### src/rtl/calc_scan_sequencer.sv
// calc_scan_sequencer
//   Frame sequencer for the serial ZSSD disparity datapath. A start pulse walks
//   every valid anchor (raster order, x inner) and every candidate disparity d.
//   For each (anchor, d) it issues the WIN*WIN window addresses into the f and g
//   RAMs and strobes the accumulators and the comparator. It then returns one
//   best disparity per anchor over a valid/ready handshake. done pulses once,
//   after the last result of the frame has been accepted.
// Ports
//   clk, reset             : clock and asynchronous active-low reset
//   start, abort           : begin a frame (only from IDLE) / abandon it (wins over start)
//   address_f, address_g   : f/g RAM read addresses (RAMs have 1-cycle read latency)
//   acc_clr, acc_en        : window accumulator clear / accumulate strobes
//   comp_clr, comp_en      : comparator clear / sample strobes
//   win_end, rank          : last comparison of the anchor / disparity under test
//   dist_in                : comparator best-disparity result
//   out_valid, out_ready   : result handshake for out_dist, out_x, out_y
//   busy, done             : frame in progress / end-of-frame pulse
module calc_scan_sequencer #(
    parameter int IMG_W = 64,
    parameter int IMG_H = 32,
    parameter int WIN   = 5,
    parameter int DMAX  = 32,
    parameter int AW    = 11
) (
    input  logic          clk,
    input  logic          reset,
    input  logic          start,
    input  logic          abort,
    output logic [AW-1:0] address_f,
    output logic [AW-1:0] address_g,
    output logic          acc_clr,
    output logic          acc_en,
    output logic          comp_clr,
    output logic          comp_en,
    output logic          win_end,
    output logic [5:0]    rank,
    input  logic [5:0]    dist_in,
    output logic          out_valid,
    input  logic          out_ready,
    output logic [5:0]    out_dist,
    output logic [6:0]    out_x,
    output logic [5:0]    out_y,
    output logic          busy,
    output logic          done
);
    localparam int NSAMP = WIN * WIN;
    localparam int KW    = $clog2(NSAMP + 1);
    localparam int WW    = $clog2(WIN + 1);

    localparam logic [6:0]    X_FIRST = 7'(DMAX - 1);
    localparam logic [6:0]    X_LAST  = 7'(IMG_W - WIN);
    localparam logic [5:0]    Y_LAST  = 6'(IMG_H - WIN);
    localparam logic [5:0]    D_LAST  = 6'(DMAX - 1);
    localparam logic [KW-1:0] K_LAST  = KW'(NSAMP - 1);
    localparam logic [WW-1:0] WX_LAST = WW'(WIN - 1);

    typedef enum logic [2:0] {
        S_IDLE, S_CLEAR, S_ACCUM, S_DRAIN, S_EVAL, S_CAPTURE, S_EMIT, S_FIN
    } state_t;

    state_t        r_state;
    logic [6:0]    r_x;
    logic [5:0]    r_y;
    logic [5:0]    r_d;
    logic [KW-1:0] r_k;
    logic [WW-1:0] r_wx, r_wy;
    logic [AW-1:0] r_addr_f, r_addr_g;
    logic          r_acc_clr, r_acc_en, r_comp_clr, r_comp_en, r_win_end;
    logic          r_out_valid, r_done;
    logic [5:0]    r_out_dist;

    logic [WW-1:0] w_wx_nx, w_wy_nx;
    logic [AW-1:0] w_addr_nx, w_addr_g_nx;

    // Window offset of the next address to issue. In CLEAR this is (0,0).
    // In ACCUM it is the successor of the current (wx,wy), so the address
    // register always holds the address for the current k.
    always_comb begin
        w_wx_nx = '0;
        w_wy_nx = '0;
        if (r_state == S_ACCUM) begin
            if (r_wx == WX_LAST) begin
                w_wx_nx = '0;
                w_wy_nx = r_wy + WW'(1);
            end else begin
                w_wx_nx = r_wx + WW'(1);
                w_wy_nx = r_wy;
            end
        end
    end

    assign w_addr_nx   = AW'((int'(r_y) + int'(w_wy_nx)) * IMG_W + int'(r_x) + int'(w_wx_nx));
    // x >= DMAX-1 >= d, so this subtraction cannot underflow.
    assign w_addr_g_nx = w_addr_nx - AW'(r_d);

    // Strobes are registered. Each transition sets the strobes for the state
    // being entered, and all strobes default to 0 on every other cycle.
    always_ff @(posedge clk or negedge reset) begin
        if (!reset) begin
            r_state     <= S_IDLE;
            r_x         <= '0;
            r_y         <= '0;
            r_d         <= '0;
            r_k         <= '0;
            r_wx        <= '0;
            r_wy        <= '0;
            r_addr_f    <= '0;
            r_addr_g    <= '0;
            r_acc_clr   <= 1'b0;
            r_acc_en    <= 1'b0;
            r_comp_clr  <= 1'b0;
            r_comp_en   <= 1'b0;
            r_win_end   <= 1'b0;
            r_out_valid <= 1'b0;
            r_done      <= 1'b0;
            r_out_dist  <= '0;
        end else begin
            r_acc_clr  <= 1'b0;
            r_acc_en   <= 1'b0;
            r_comp_clr <= 1'b0;
            r_comp_en  <= 1'b0;
            r_win_end  <= 1'b0;
            r_done     <= 1'b0;
            if (abort) begin
                r_state     <= S_IDLE;
                r_out_valid <= 1'b0;
            end else begin
                case (r_state)
                    S_IDLE: if (start) begin
                        r_x        <= X_FIRST;
                        r_y        <= '0;
                        r_d        <= '0;
                        r_acc_clr  <= 1'b1;
                        r_comp_clr <= 1'b1;
                        r_state    <= S_CLEAR;
                    end
                    S_CLEAR: begin
                        r_k      <= '0;
                        r_wx     <= '0;
                        r_wy     <= '0;
                        r_addr_f <= w_addr_nx;
                        r_addr_g <= w_addr_g_nx;
                        r_state  <= S_ACCUM;
                    end
                    S_ACCUM: begin
                        // RAM data lags the address by one cycle, so every
                        // cycle after k==0 (and DRAIN) accumulates.
                        r_acc_en <= 1'b1;
                        if (r_k == K_LAST) begin
                            r_state <= S_DRAIN;
                        end else begin
                            r_k      <= r_k + KW'(1);
                            r_wx     <= w_wx_nx;
                            r_wy     <= w_wy_nx;
                            r_addr_f <= w_addr_nx;
                            r_addr_g <= w_addr_g_nx;
                        end
                    end
                    S_DRAIN: begin
                        r_comp_en <= 1'b1;
                        r_win_end <= (r_d == D_LAST);
                        r_state   <= S_EVAL;
                    end
                    S_EVAL: begin
                        if (r_d == D_LAST) begin
                            r_state <= S_CAPTURE;
                        end else begin
                            r_d       <= r_d + 6'd1;
                            r_acc_clr <= 1'b1;
                            r_state   <= S_CLEAR;
                        end
                    end
                    S_CAPTURE: begin
                        r_out_dist  <= dist_in;
                        r_out_valid <= 1'b1;
                        r_state     <= S_EMIT;
                    end
                    S_EMIT: if (out_ready) begin
                        r_out_valid <= 1'b0;
                        if (r_x == X_LAST && r_y == Y_LAST) begin
                            r_done  <= 1'b1;
                            r_state <= S_FIN;
                        end else begin
                            if (r_x == X_LAST) begin
                                r_x <= X_FIRST;
                                r_y <= r_y + 6'd1;
                            end else begin
                                r_x <= r_x + 7'd1;
                            end
                            r_d        <= '0;
                            r_acc_clr  <= 1'b1;
                            r_comp_clr <= 1'b1;
                            r_state    <= S_CLEAR;
                        end
                    end
                    S_FIN:   r_state <= S_IDLE;
                    default: r_state <= S_IDLE;
                endcase
            end
        end
    end

    assign address_f = r_addr_f;
    assign address_g = r_addr_g;
    assign acc_clr   = r_acc_clr;
    assign acc_en    = r_acc_en;
    assign comp_clr  = r_comp_clr;
    assign comp_en   = r_comp_en;
    assign win_end   = r_win_end;
    assign rank      = r_d;
    assign out_valid = r_out_valid;
    assign out_dist  = r_out_dist;
    assign out_x     = r_x;
    assign out_y     = r_y;
    assign busy      = (r_state != S_IDLE);
    assign done      = r_done;

endmodule

### config.mk
export PLATFORM = sky130hd
export DESIGN_NAME = calc_scan_sequencer
export DESIGN_NICKNAME = d
export VERILOG_FILES = /design/src/rtl/calc_scan_sequencer.sv
export SDC_FILE = /design/constraint.sdc
export NUM_CORES = 1
export LEC_CHECK = 0
export BUFFER_PORTS_ARGS = -buffer_cell sky130_fd_sc_hd__buf_2
export CAP_MARGIN = 30
export CORE_UTILIZATION = 56
export DETAILED_ROUTE_END_ITERATION = 6
export GPL_TIMING_DRIVEN = 1
export PLACE_DENSITY_LB_ADDON = 0.1
export SLEW_MARGIN = 40
export SYNTH_ARGS = -nofsm -noshare
export SYNTH_HDL_FRONTEND = slang
export SYNTH_SLANG_ARGS = --single-unit
### constraint.sdc
create_clock -name clk -period 5.2 [get_ports clk]
set_clock_uncertainty 0.15 [all_clocks]
set_input_delay 0.26 -clock clk [delete_from_list [all_inputs] [get_ports clk]]
set_output_delay 0.26 -clock clk [all_outputs]
set_load 0.02 [all_outputs]
==> impl_metrics.ini <==
[drt]
wl_per_cell_um = 15.9
viasPerCell = 5.85
firstDrtPassIters = 4
vias = 3336
ant_nets = 0
drt_iter0_drc = 152
remaining_drc_errors = 0
wl_mm = 9.05

[layout]
nets = 524
diodes = 0
seq_area_um2 = 1700
n_fill_cell = 500
multi_input_area_um2 = 2020
area_delta_synth_final_pct = 17.9
drive_gt1_share_pct = 20.1

[sta]
hold_viol_final = 0
setup_viol = 0
drv_slew = 0
post-route-period-util_pct = 79.3
relSlewSlack_pct = 58.8
worst_pin_slew_ns = 0.617
timing.fmax_ghz = 0.243
final.setup.tns_ns = 0
fin_crit_ns = 4.12
hold_slack_ns = 0.0220
rsz0062_at_grt = no

[logic_synthesis]
synth_edf_count = 0
synth_seq_cells = 68
avgSynthCellArea_um2 = 9.23
syn_area_um2 = 3860
synth_area_leaders = dfrtp_1 (44%), ha_1 (6.8%), nand2_1 (5.5%), o21ai_0 (3.8%), nor2_1 (3.5%)
syn_nets = 453
netlist_instances = 418
synthArstFlopShare_pct = 100
synth_top_area_share_pct = 44.1
ys_warn_count = 0
seq_area_frac_synth_pct = 44.1
synth_top_area_cell = dfrtp_1
synth_cell_types = 55
synth_ff_type = dfrtp_1

[clock_network]
postCtsSetupRepairBufs = 0
cts_resized = 0
clock_latency_ns = 0.36
cts_tree = yes
clockBufferDepth = 2
cts.sinks = 68
hold_buffers = 7
numCtsBuffers = 9
root_buffer = clkbuf_8
htreeDepth = 3
path_clk_slew_ns = 0.07

[worst_setup_path]
arrival_ns = 4.21
critical_path.cell_chain = nor2b_1, nand2b_1, nor2_1, ha_1, a21oi_1, and2_1, xnor2_1, ha_1, o21ai_0, o21bai_1, a21oi_1, nand4_1, o211a_1, a211o_1
cp_num_buf_inv = 0
worstPathRequired_ns = 5.29
cp_top_family = compound AO/OA/AOI/OAI gates
crit_path_max_incr_delay_ns = 0.61
reg2reg_from = r_state[1]
worstSetupPathType = flop to flop
reg2reg_depth = 14
critPathLaunchType = flop
path_max_fanout = 15
cp_num_cells = 14
cp-startpoint = r_state[1]
cp-end-kind = flop
cp_slowest_cell = dfrtp_1

[placement]
place_congestion = 0.872
portBuffers = 65
place_hpwl_mm = 6.48

[hold_path]
hp-start = out_ready
whs_path_depth = 3
hold_path.class = primary input to flop

[global_route]
grt_antenna_before_repair = 0
grt_use_total_pct = 27.3
grt_pass1_wl_mm = 15.3
grt_max_degree = 69
grt_pass1_vias = 3154
grt.overflow.total = 0

[floorplan]
ioPinCount = 66
die_w_um = 85.0
rows = 29
start_util_pct = 59.4
die_h_um = 85.0
die-area_um2 = 7230
coreArea_um2 = 6490

[power]
irDropWorstVdd_mv = 0.187
p_per_area_nw_per_um2 = 376
p_leak_nw = 2.28

[run]
maxCapViolations = 0

[run_status]
status = complete, no violations
## through the flow
stage / setup WS [ns] / cell area (µm²) / util [%] / std cells / total power, mW
2_1_floorplan: 1.43 / 3860 / - / 418 / 1.05
3_3_place_gp: 1.31 / 4250 / 65.4 / 548 / 1.21
3_5_place_dp: 1.16 / 4260 / 65.5 / 548 / 1.23
4_1_cts: 1.12 / 4550 / 70.0 / 570 / 1.72
5_1_grt: 0.644 / 4550 / 70.0 / 570 / 1.81
6_report: 1.08 / 4550 / 70.0 / 570 / 1.71
## report_power, final
| group | switching (mW) | total (mW) | internal (mW) |
|---|---|---|---|
| registers | 0.0756 | 0.702 | 0.626 |
| clock network | 0.198 | 0.491 | 0.293 |
| logic | 0.332 | 0.520 | 0.187 |
| total | 0.606 | 1.71 | 1.11 |
## path summary, 6_finish.rpt
kind	slack (ns)	end
worst max-delay path	1.08	address_g[10]
worst min-delay path	0.02	done
worst max register to register	1.08	address_g[10]
worst min register to register	0.32	address_g[3]
max in group asynchronous	4.09	out_y[1]
min in group asynchronous	0.39	out_dist[0]
## area by class of cell
type,count,share of cell area [%]
repair buffers,75,9.27
well taps,77,2.12
flip-flops and latches,68,37.4
clock inverters,4,1.60
inverters,24,1.98
multi-input cells,311,44.3
clock buffers,11,3.33
## flip-flops by register name, indices dropped and copies added, names as in the netlist, 3 cells and up
signal and count:
address_f 11, address_g 11, out_x 7, out_dist 6, out_y 6, rank 6, r_k 5, r_state 3
r_wx 3, r_wy 3
## placed cells by master, fill, tap and decap left out, types with 3 or more instances in the layout
| cell | count |
|---|---|
| a211o_1 | 3 |
| a21oi_1 | 23 |
| a31oi_1 | 4 |
| and3_1 | 4 |
| buf_2 | 65 |
| clkbuf_8 | 11 |
| dfrtp_1 | 68 |
| dlygate4sd3_1 | 7 |
| fa_1 | 3 |
| ha_1 | 21 |
| inv_1 | 23 |
| mux2_2 | 9 |
| nand2_1 | 56 |
| nand2b_1 | 3 |
| nand3_1 | 20 |
| nand4_1 | 8 |
| nor2_1 | 36 |
| nor2b_1 | 7 |
| nor3_1 | 6 |
| o21ai_0 | 29 |
| o21bai_1 | 3 |
| o22a_1 | 3 |
| o31ai_1 | 6 |
| o41ai_1 | 3 |
| or3_1 | 5 |
| xnor2_1 | 7 |
| xor2_1 | 13 |
## logic make-up (layout without fill, tap and decap cells)
family / Yosys count / count (layout) / share of synthesized area [%]
compound gates: 96 / 96 / 15.9
xor+xnor: 20 / 20 / 4.54
fa+ha+maj: 24 / 24 / 8.37
buf+inv: 39 / 114 / 3.83
flops: 68 / 68 / 44.1
mux: 9 / 9 / 2.63
simple gates: 162 / 162 / 20.7
## tightest hold or removal path, stage by stage
cell     delay, ns
buf_2         0.13
nand3_1       0.07
nor2_1        0.04
## per-layer routing
metal	track usage [%]	part of all wire, %	vias up
met5	0	0	-
met1	36.8	46	1592
li1	-	-	1625
met3	4.77	5.2	21
met2	42.7	46	98
met4	13.7	2.2	0
## cell usage after synthesis, drive strengths merged, types with 3 or more instances
master  instances
o21ai          29
a211o           3
mux2            9
nand2          57
and3            4
nand3          21
a21oi          23
a31oi           4
nor2b           7
clkbuf         14
xnor2           7
nor2           36
o21bai          3
ha             21
o22a            3
or3             5
dfrtp          68
xor2           13
inv            23
nand2b          3
nand4           8
fa              3
o41ai           3
nor3            6
o31ai           6
No activity file was read; power rests on OpenSTA's default activity.
